===== src/rtl/motor_drive_ctrl_pkg.sv =====
// Shared encodings for the motor drive controller: parser command codes,
// per-wheel direction codes, FSM states and the command-decoding helpers.
package motor_drive_ctrl_pkg;

  // Command codes, identical to the values the Bluetooth command parser emits
  typedef enum logic [2:0] {
    MAN_STOP  = 3'b000,
    MAN_FWD   = 3'b001,
    MAN_BWD   = 3'b010,
    MAN_LEFT  = 3'b011,
    MAN_RIGHT = 3'b100,
    MAN_AUTO  = 3'b110
  } cmd_e;

  // One-hot style wheel direction: bit 0 drives IN1, bit 1 drives IN2, never both
  typedef enum logic [1:0] {
    DIR_OFF = 2'b00,
    DIR_FWD = 2'b01,
    DIR_REV = 2'b10
  } dir_e;

  typedef enum logic [1:0] {
    ST_IDLE = 2'b00,
    ST_DEAD = 2'b01,
    ST_RUN  = 2'b10
  } state_e;

  // Picks the manual or auto command and folds every code that is not a
  // drive command (101, 110, 111, including AUTO on the auto input) into STOP
  function automatic cmd_e resolveCmd(input logic [2:0] manCmd, input logic [2:0] autoCmd);
    logic [2:0] effective;
    effective = (manCmd == MAN_AUTO) ? autoCmd : manCmd;
    case (effective)
      MAN_FWD:   resolveCmd = MAN_FWD;
      MAN_BWD:   resolveCmd = MAN_BWD;
      MAN_LEFT:  resolveCmd = MAN_LEFT;
      MAN_RIGHT: resolveCmd = MAN_RIGHT;
      default:   resolveCmd = MAN_STOP;
    endcase
  endfunction

  // Left wheel turns backwards for BWD and for a LEFT pivot
  function automatic dir_e leftDir(input cmd_e cmd);
    case (cmd)
      MAN_FWD:   leftDir = DIR_FWD;
      MAN_BWD:   leftDir = DIR_REV;
      MAN_LEFT:  leftDir = DIR_REV;
      MAN_RIGHT: leftDir = DIR_FWD;
      default:   leftDir = DIR_OFF;
    endcase
  endfunction

  // Right wheel turns backwards for BWD and for a RIGHT pivot
  function automatic dir_e rightDir(input cmd_e cmd);
    case (cmd)
      MAN_FWD:   rightDir = DIR_FWD;
      MAN_BWD:   rightDir = DIR_REV;
      MAN_LEFT:  rightDir = DIR_FWD;
      MAN_RIGHT: rightDir = DIR_REV;
      default:   rightDir = DIR_OFF;
    endcase
  endfunction

endpackage


===== src/rtl/motor_drive_ctrl_pwm_gen.sv =====
// Free-running PWM generator shared by both wheels. The duty is latched only
// at the end of a period so the pulse shape never tears mid-period, except
// when the controller forces the output off, which clears it immediately.
module motor_drive_ctrl_pwm_gen #(
  parameter int PWM_PERIOD = 5000,
  parameter int DW         = $clog2(PWM_PERIOD + 1)
) (
  input  logic          i_clk,
  input  logic          i_rst,
  input  logic          i_run,
  input  logic          i_forceOff,
  input  logic [DW-1:0] i_duty,
  output logic          o_en,
  output logic [DW-1:0] o_dutyActive
);

  localparam logic [DW-1:0] CNT_LAST = DW'(PWM_PERIOD - 1);

  logic [DW-1:0] r_cnt;
  logic [DW-1:0] r_dutyActive;
  logic          r_en;
  logic [DW-1:0] w_cntNext;
  logic [DW-1:0] w_dutyActiveNext;

  // Next counter value and next latched duty (force-off beats the period latch)
  always_comb begin
    w_cntNext        = (r_cnt == CNT_LAST) ? '0 : r_cnt + DW'(1);
    w_dutyActiveNext = r_dutyActive;
    if (i_forceOff) begin
      w_dutyActiveNext = '0;
    end else if (r_cnt == CNT_LAST) begin
      w_dutyActiveNext = i_duty;
    end
  end

  // Enable is computed from the next counter/duty so it lines up with them
  always_ff @(posedge i_clk or negedge i_rst) begin
    if (!i_rst) begin
      r_cnt        <= '0;
      r_dutyActive <= '0;
      r_en         <= 1'b0;
    end else begin
      r_cnt        <= w_cntNext;
      r_dutyActive <= w_dutyActiveNext;
      r_en         <= i_run && (w_cntNext < w_dutyActiveNext);
    end
  end

  assign o_en         = r_en;
  assign o_dutyActive = r_dutyActive;

endmodule


===== src/rtl/motor_drive_ctrl.sv =====
// Dual H-bridge drive controller: decodes the parser (or HuskyLens auto)
// command into wheel directions, ramps a shared PWM duty while running and
// inserts a coast interval whenever a wheel has to change direction.
module motor_drive_ctrl
  import motor_drive_ctrl_pkg::*;
#(
  parameter int PWM_PERIOD  = 5000,
  parameter int DUTY_START  = 2000,
  parameter int DUTY_MAX    = 4000,
  parameter int RAMP_STEP   = 100,
  parameter int RAMP_TICKS  = 100000,
  parameter int DEAD_CYCLES = 100000
) (
  input  logic                               clk,
  input  logic                               rst,
  input  logic [2:0]                         man_motor_state,
  input  logic [2:0]                         auto_motor_state,
  output logic                               motor_l_in1,
  output logic                               motor_l_in2,
  output logic                               motor_r_in1,
  output logic                               motor_r_in2,
  output logic                               motor_l_en,
  output logic                               motor_r_en,
  output logic                               moving,
  output logic [$clog2(PWM_PERIOD+1)-1:0]    duty_level
);

  localparam int DW  = $clog2(PWM_PERIOD + 1);
  localparam int TW  = $clog2(RAMP_TICKS + 1);
  localparam int DCW = $clog2(DEAD_CYCLES + 1);

  localparam logic [DW-1:0]  DUTY_START_W = DW'(DUTY_START);
  localparam logic [DW-1:0]  DUTY_MAX_W   = DW'(DUTY_MAX);
  localparam logic [TW-1:0]  TICK_LAST    = TW'(RAMP_TICKS - 1);
  localparam logic [DCW-1:0] DEAD_LOAD    = DCW'(DEAD_CYCLES - 1);

  cmd_e           r_cmdQ;
  state_e         r_state;
  dir_e           r_dirL;
  dir_e           r_dirR;
  logic [DW-1:0]  r_duty;
  logic [TW-1:0]  r_tick;
  logic [DCW-1:0] r_dead;

  state_e         w_stateNext;
  dir_e           w_dirLNext;
  dir_e           w_dirRNext;
  dir_e           w_cmdDirL;
  dir_e           w_cmdDirR;
  logic [DW-1:0]  w_dutyNext;
  logic [DW-1:0]  w_dutyRamp;
  logic [TW-1:0]  w_tickNext;
  logic [DCW-1:0] w_deadNext;
  logic           w_en;
  logic [DW-1:0]  w_dutyActive;

  // Resolve manual/auto selection once per cycle; the FSM only sees this copy
  always_ff @(posedge clk or negedge rst) begin
    if (!rst) begin
      r_cmdQ <= MAN_STOP;
    end else begin
      r_cmdQ <= resolveCmd(man_motor_state, auto_motor_state);
    end
  end

  // Next state, applied directions, ramped duty and the tick/dead counters
  always_comb begin
    w_stateNext = r_state;
    w_dirLNext  = r_dirL;
    w_dirRNext  = r_dirR;
    w_dutyNext  = r_duty;
    w_tickNext  = r_tick;
    w_deadNext  = r_dead;
    w_cmdDirL   = leftDir(r_cmdQ);
    w_cmdDirR   = rightDir(r_cmdQ);
    w_dutyRamp  = (32'(r_duty) + 32'(RAMP_STEP) >= 32'(DUTY_MAX)) ? DUTY_MAX_W
                                                                  : r_duty + DW'(RAMP_STEP);
    case (r_state)
      ST_IDLE: begin
        w_dirLNext = DIR_OFF;
        w_dirRNext = DIR_OFF;
        w_dutyNext = '0;
        w_tickNext = '0;
        if (r_cmdQ != MAN_STOP) begin
          w_stateNext = ST_RUN;
          w_dirLNext  = w_cmdDirL;
          w_dirRNext  = w_cmdDirR;
          w_dutyNext  = DUTY_START_W;
        end
      end
      ST_RUN: begin
        if (r_cmdQ == MAN_STOP) begin
          w_stateNext = ST_IDLE;
          w_dirLNext  = DIR_OFF;
          w_dirRNext  = DIR_OFF;
          w_dutyNext  = '0;
          w_tickNext  = '0;
        end else if ((w_cmdDirL != r_dirL) || (w_cmdDirR != r_dirR)) begin
          w_stateNext = ST_DEAD;
          w_dirLNext  = DIR_OFF;
          w_dirRNext  = DIR_OFF;
          w_dutyNext  = '0;
          w_tickNext  = '0;
          w_deadNext  = DEAD_LOAD;
        end else if (r_tick == TICK_LAST) begin
          w_tickNext = '0;
          w_dutyNext = w_dutyRamp;
        end else begin
          w_tickNext = r_tick + TW'(1);
        end
      end
      ST_DEAD: begin
        w_dirLNext = DIR_OFF;
        w_dirRNext = DIR_OFF;
        w_dutyNext = '0;
        w_tickNext = '0;
        if (r_dead == '0) begin
          if (r_cmdQ == MAN_STOP) begin
            w_stateNext = ST_IDLE;
          end else begin
            w_stateNext = ST_RUN;
            w_dirLNext  = w_cmdDirL;
            w_dirRNext  = w_cmdDirR;
            w_dutyNext  = DUTY_START_W;
          end
        end else begin
          w_deadNext = r_dead - DCW'(1);
        end
      end
      default: begin
        w_stateNext = ST_IDLE;
        w_dirLNext  = DIR_OFF;
        w_dirRNext  = DIR_OFF;
        w_dutyNext  = '0;
        w_tickNext  = '0;
        w_deadNext  = '0;
      end
    endcase
  end

  // Register the FSM so the bridge pins come straight from flops
  always_ff @(posedge clk or negedge rst) begin
    if (!rst) begin
      r_state <= ST_IDLE;
      r_dirL  <= DIR_OFF;
      r_dirR  <= DIR_OFF;
      r_duty  <= '0;
      r_tick  <= '0;
      r_dead  <= '0;
    end else begin
      r_state <= w_stateNext;
      r_dirL  <= w_dirLNext;
      r_dirR  <= w_dirRNext;
      r_duty  <= w_dutyNext;
      r_tick  <= w_tickNext;
      r_dead  <= w_deadNext;
    end
  end

  motor_drive_ctrl_pwm_gen #(
    .PWM_PERIOD (PWM_PERIOD),
    .DW         (DW)
  ) u_pwmGen (
    .i_clk        (clk),
    .i_rst        (rst),
    .i_run        (w_stateNext == ST_RUN),
    .i_forceOff   (w_stateNext != ST_RUN),
    .i_duty       (w_dutyNext),
    .o_en         (w_en),
    .o_dutyActive (w_dutyActive)
  );

  assign motor_l_in1 = (r_dirL == DIR_FWD);
  assign motor_l_in2 = (r_dirL == DIR_REV);
  assign motor_r_in1 = (r_dirR == DIR_FWD);
  assign motor_r_in2 = (r_dirR == DIR_REV);
  assign motor_l_en  = w_en;
  assign motor_r_en  = w_en;
  assign moving      = (r_state == ST_RUN);
  assign duty_level  = w_dutyActive;

endmodule

===== config.mk =====
export PLATFORM = sky130hd
export DESIGN_NAME = motor_drive_ctrl
export DESIGN_NICKNAME = d
export VERILOG_FILES = /design/src/rtl/motor_drive_ctrl_pkg.sv /design/src/rtl/motor_drive_ctrl_pwm_gen.sv /design/src/rtl/motor_drive_ctrl.sv
export SDC_FILE = /design/constraint.sdc
export NUM_CORES = 1
export LEC_CHECK = 0
export CORE_ASPECT_RATIO = 1.75
export CORE_MARGIN = 4
export CORE_UTILIZATION = 25
export DETAILED_ROUTE_END_ITERATION = 16
export PLACE_DENSITY = 0.47
export SETUP_SLACK_MARGIN = 0.2
export SYNTH_ARGS = -nofsm -noshare
export SYNTH_HDL_FRONTEND = slang
export SYNTH_SLANG_ARGS = --single-unit

===== constraint.sdc =====
create_clock -name clk -period 5.3 [get_ports clk]
set_input_delay 1.06 -clock clk [delete_from_list [all_inputs] [get_ports clk]]
set_output_delay 1.06 -clock clk [all_outputs]
set_load 0.005 [all_outputs]

Word-level counts from Yosys, hierarchy flattened
Index checks and enable logic that the tools add are counted.
{"block": "totals", "ff_bits": 83, "input_bits": 8, "out_inout_bits": 20}
{"block": "op_classes", "n_addsub": 5, "magnitude_cmp": 2, "n_eq_ne": 25, "n_mux": 39, "bitwise": 1, "n_reduce_logical": 11}
{"operator": "$mux 17", "n": 7}
{"operator": "$mux 13", "n": 7}
{"operator": "$pmux 17 s3", "n": 1}
{"operator": "$pmux 13 s3", "n": 1}
{"operator": "$mux 11", "n": 3}
{"operator": "$mux 2", "n": 13}
{"operator": "$pmux 2 s3", "n": 3}
{"operator": "$add 17x1->17 const B", "n": 1}
{"operator": "$eq 17x17->1 const B", "n": 1}
{"operator": "$logic_not 17->1", "n": 1}
{"operator": "$sub 17x1->17 const B", "n": 1}
{"operator": "$add 13x7->14 const B", "n": 1}
{"operator": "$ge 14x12->1 const B", "n": 1}
{"operator": "$add 13x1->13 const B", "n": 1}
{"operator": "$add 13x7->13 const B", "n": 1}
{"operator": "$eq 13x13->1 const B", "n": 1}
{"operator": "$lt 13x13->1", "n": 1}
{"operator": "$eq 3x2->1 const B", "n": 4}
{"operator": "$pmux 3 s4", "n": 1}
{"operator": "$eq 3x3->1 const B", "n": 3}
{"operator": "$eq 2x2->1 const B", "n": 4}
{"operator": "$pmux 2 s2", "n": 2}
{"operator": "$reduce_or 2->1", "n": 4}
{"operator": "$eq 2x1->1 const B", "n": 3}
{"operator": "13 further kinds", "n": 17}

Longest topological paths before layout
{"block": "depth", "word_depth": 12, "ltp_mapped": 18, "ltp_nobuf": 17}

Cells and area by module
A second synthesis with hierarchy kept.
{"block": "hier_totals", "cells_unflattened": 527, "area_unflattened_um2": 4929.7}
{"module": "motor_drive_ctrl", "n_inst": 1, "cells_per_inst": 370, "area_each_um2": 3419.5, "seq_area_each_um2": 1401.3}
{"module": "motor_drive_ctrl_pwm_gen", "n_inst": 1, "cells_per_inst": 157, "area_each_um2": 1510.2, "seq_area_each_um2": 675.6}

Worst setup path after synthesis
Ideal clock, no wire load.
{"block": "synth_timing", "kind": "flip-flop to flip-flop", "from": "register r_dead[0]", "to": "register u_pwmGen.r_en (netlist: u_pwmGen.o_en)", "t_arrival_ps": 3698, "required_time_ps": 5173, "path_slack_ps": 1475, "stages_incl_launch_ff": 17, "path_buffers": 1, "synth_period_minus_slack_ps": 3825, "path_cell_list": "dfrtp_1 inv_1 ha_1 nor4b_1 and4_1 mux2_2 a21oi_1 o21ai_4 or2_1 buf_6 a21o_1 ha_1 nand4_1 a31o_2 a211o_1 a41oi_1 nor4_4"}
{"block": "synth_via", "elab_chain_cells": 7, "word_cells_on_any_way": 11, "classes_between": "order compare (1); eq/ne (2); mux (6); reduce/logical (2)"}
{"item": "start, declared", "line_no": "motor_drive_ctrl.sv:43", "text": "logic [DCW-1:0] r_dead;"}
{"item": "start signal, assigned", "line_no": "motor_drive_ctrl.sv:156", "text": "r_dead <= w_deadNext;"}
{"item": "$logic_not 17->1 *", "line_no": "motor_drive_ctrl.sv:117", "text": "if (r_dead == '0) begin"}
{"item": "$mux 2 / $mux 11 (equally long branches)", "line_no": "motor_drive_ctrl.sv:117"}
{"item": "$pmux 2 s3 / $pmux 13 s3 (equally long branches)", "line_no": "motor_drive_ctrl.sv:78", "text": "case (r_state)"}
{"item": "$ne 2x2->1 / $mux 13 (equally long branches)", "line_no": "motor_drive_ctrl.sv:167, motor_drive_ctrl_pwm_gen.sv:31"}
{"item": "$mux 13", "line_no": "motor_drive_ctrl_pwm_gen.sv:29", "text": "if (i_forceOff) begin"}
{"item": "$lt 13x13->1", "line_no": "motor_drive_ctrl_pwm_gen.sv:45", "text": "r_en <= i_run && (w_cntNext < w_dutyActiveNext);"}
{"item": "$logic_and 1x1->1 *", "line_no": "motor_drive_ctrl_pwm_gen.sv:45"}
{"item": "end signal, assigned", "line_no": "motor_drive_ctrl_pwm_gen.sv:45"}
{"item": "end, declared", "line_no": "motor_drive_ctrl_pwm_gen.sv:21", "text": "logic r_en;"}
Every way passes the cells marked *; elsewhere a longest branch is shown, timed or not.
A chain may end at the register's enable or synchronous reset.

Final worst setup path
Ends and elaborated chain as after synthesis.

==> summary.txt <==
asr flop ratio synth = 100%
final setup fails = 0
largest area contributor in the netlist = dfrtp_1
synthesized area per cell = 9.18 µm²
routability cong. = 0.816
Arrival @ worst endpoint = 4560 ps
final WL = 12,400 µm
initial antenna violation count = 0
CP endpoint kind = flip-flop
Yosys top cell area share = 42.5%
DRC = 0
drt pass-1 iters = 4
grt ovf = 0
Max Slew Vio Count = 0
commonest cells after routing, fill and taps aside = 83 x dfrtp_1, 57 x nor2_1, 42 x nand2_1
Synth Net Count = 561
CTS Root Cell = clkbuf_16
DRT antenna net count = 0
Detail Placement HPWL = 9320 µm
Non-Filler Instances = 795
first-pass GRT wire length = 20,900 µm
Vias = 4,042
MaxCap Viol Count = 0
Setup CP Type = reg -> reg
total area of sequential cells = 2080 µm²
slew margin rel. = 47.2%
hold_buf cts = 0
Iter 0 DRT Violations = 161
Num CTS Buffers = 9
core area = 19,200 µm²
CTS tree = built
Synth Register Bits = 83
crit path max fanout = 9
Placed Cells = 779
RSZ-0062 raised after global routing = no
Max VDD drop = 0.147 mV
Die ar. = 21,900 µm²
Lkg Pwr = 2.43 nW
Area growth syn-to-layout = 15.9%
routed wire length per instance = 15.6 µm
Max Clock Freq = 230 MHz
gr usage total = 11.8%
multi-input logic area = 2640 µm²
latest clock arrival within the worst-skew pair = 340 ps
clock skew = 9.25 ps
CTS max path bufs = 2
Num Clock Sinks = 83
sequential share of the synthesized area = 42.5%
number of H-tree levels = 3
Post-Syn Area = 4880 µm²
cell row count = 67
most common cell after layout, fill and taps aside = dfrtp_1
vias in the first global route = 4,215
number of cells upsized or downsized after cts = 0
post-CTS setup buffers = 0
synth top area cells = dfrtp_1 43%, ha_1 5.4%, nor2_1 4.4%
setup TNS = 0 ps
Worst Path Required = 5510 ps
PnR worst setup slack = 950 ps
largest net degree at the start of global routing = 48
Final Total Pwr = 2.16 mW
Min-Delay Path Class = reg -> reg
fin crit share = 82.1%
startpoint class of the critical path = flip-flop
ys flop type = dfrtp_1
Post-Synthesis Cells = 532
shortest period the worst path allows = 4350 ps
Post-synth EDFFs = 0
worst-margin pin slew = 782 ps
synth warn = 0
Layout Utilization = 29.5%
Die Span Y = 193 µm
fin nets = 578
layout cell share with drive strength beyond 1 = 5.42%
Inserted Diodes = 0
Avg Vias per Cell = 5.08
die width = 114 µm
Clk pin slew, worst setup/hold paths = 60 ps
Post-Place Worst Slack = 975 ps
Synth cell types = 65
filler instances = 1,968
Ports = 28
status = finished, final reports clean
Fin. Hold Viols = 0
Starting Density = 25.4%
quantity of I/O buffers inserted on ports = 27
pwr/cell area = 382 nW/µm²
critical path: stages (launching register included):
cell,delay [ps]
dfrtp_1,400
inv_1,90
ha_1,190
nor4b_1,660
and4_1,420
mux2_2,370
a21oi_1,220
o21ai_4,110
or2_1,360
a21o_1,210
ha_1,280
nand4_1,80
a31o_2,220
a211o_1,290
a41oi_1,270
nor4_4,50
path summary, 6_finish.rpt:
path                                            start                       to  slack, ps  depth (start not counted)
worst max-delay path            r_dead[0]$_DFFE_PN0P_  u_pwmGen.o_en$_DFF_PN0_        950                         15
worst min-delay path              r_tick[0]$_DFF_PN0_      r_tick[0]$_DFF_PN0_        490                          1
worst max register to register  r_dead[0]$_DFFE_PN0P_  u_pwmGen.o_en$_DFF_PN0_        950                         15
worst min register to register    r_tick[0]$_DFF_PN0_      r_tick[0]$_DFF_PN0_        490                          1
max in group asynchronous                         rst      r_cmdQ[2]$_DFF_PN0_       3610                          2
min in group asynchronous                         rst     r_tick[10]$_DFF_PN0_        680                          1
sequential cells by signal, summed over array words and instances, names as in the netlist:
| signal | cells |
|---|---|
| u_pwmGen.o_dutyActive | 13 |
| r_dirR | 2 |
| r_cmdQ | 3 |
| r_duty | 13 |
| r_dead | 17 |
| r_dirL | 2 |
| r_state | 2 |
| r_tick | 17 |
| u_pwmGen.r_cnt | 13 |
| u_pwmGen.o_en | 1 |
kinds of logic after synthesis:
family / after synthesis / share of synthesized area, %
and+or+nand+nor: 218 / 23.5
AOI/OAI and AO/OA: 136 / 18.8
DFF: 83 / 42.5
buffers and inverters: 39 / 3.46
xor gates and xnor gates: 31 / 5.56
adders and majority gates: 21 / 5.38
muxes: 4 / 0.845
per-stage QoR:
| stage | hold WS [ps] | instance area [µm²] |
|---|---|---|
| floorplan | 448 | 4880 |
| global placement | 480 | 5360 |
| detailed placement | 484 | 5360 |
| CTS | 501 | 5660 |
| global route | 515 | 5660 |
| finish | 489 | 5660 |
per-layer routing:
metal / up-vias / wire (µm) / track usage [%] / part of all wire [%]
met3: 22 / 291 / 1.79 / 2.3
met1: 1976 / 4900 / 12.6 / 39
li1: 1972 / - / - / -
met2: 72 / 6860 / 22.4 / 55
met5: - / 0 / 0 / 0
met4: 0 / 352 / 5.37 / 2.8
synthesized netlist by cell type (6+ instances only):
cell      number
a21o_1         6
nand2_1       42
o211ai_1       8
and3_1        10
xor2_1        22
clkbuf_1      17
nor3_1        14
xnor2_1        9
ha_1          21
o21ai_0       34
or3_1          8
nor2b_1        6
inv_1         15
nand2b_1       7
a21oi_1       35
nand3_1       19
nor4_1         6
nand4_1       11
dfrtp_1       83
and2_1         9
nor2_1        57
layout make-up:
type / count / share of cell area (%)
clock inverters: 5 / 0.929
multi-input cells: 410 / 46.6
well taps: 241 / 5.33
flip-flops and latches: 83 / 36.7
clock buffers: 11 / 4.29
repair buffers: 30 / 5.13
inverters: 15 / 0.995
where the power goes:
group          total [mW]  switching (mW)  internal (mW)  leakage [nW]
Clock               0.632           0.256          0.376         0.145
Combinational       0.705           0.449          0.256          1.17
Sequential          0.827           0.114          0.713          1.12
Total                2.16           0.820           1.34          2.43
Note: power is estimated with default switching activity, not from simulation.
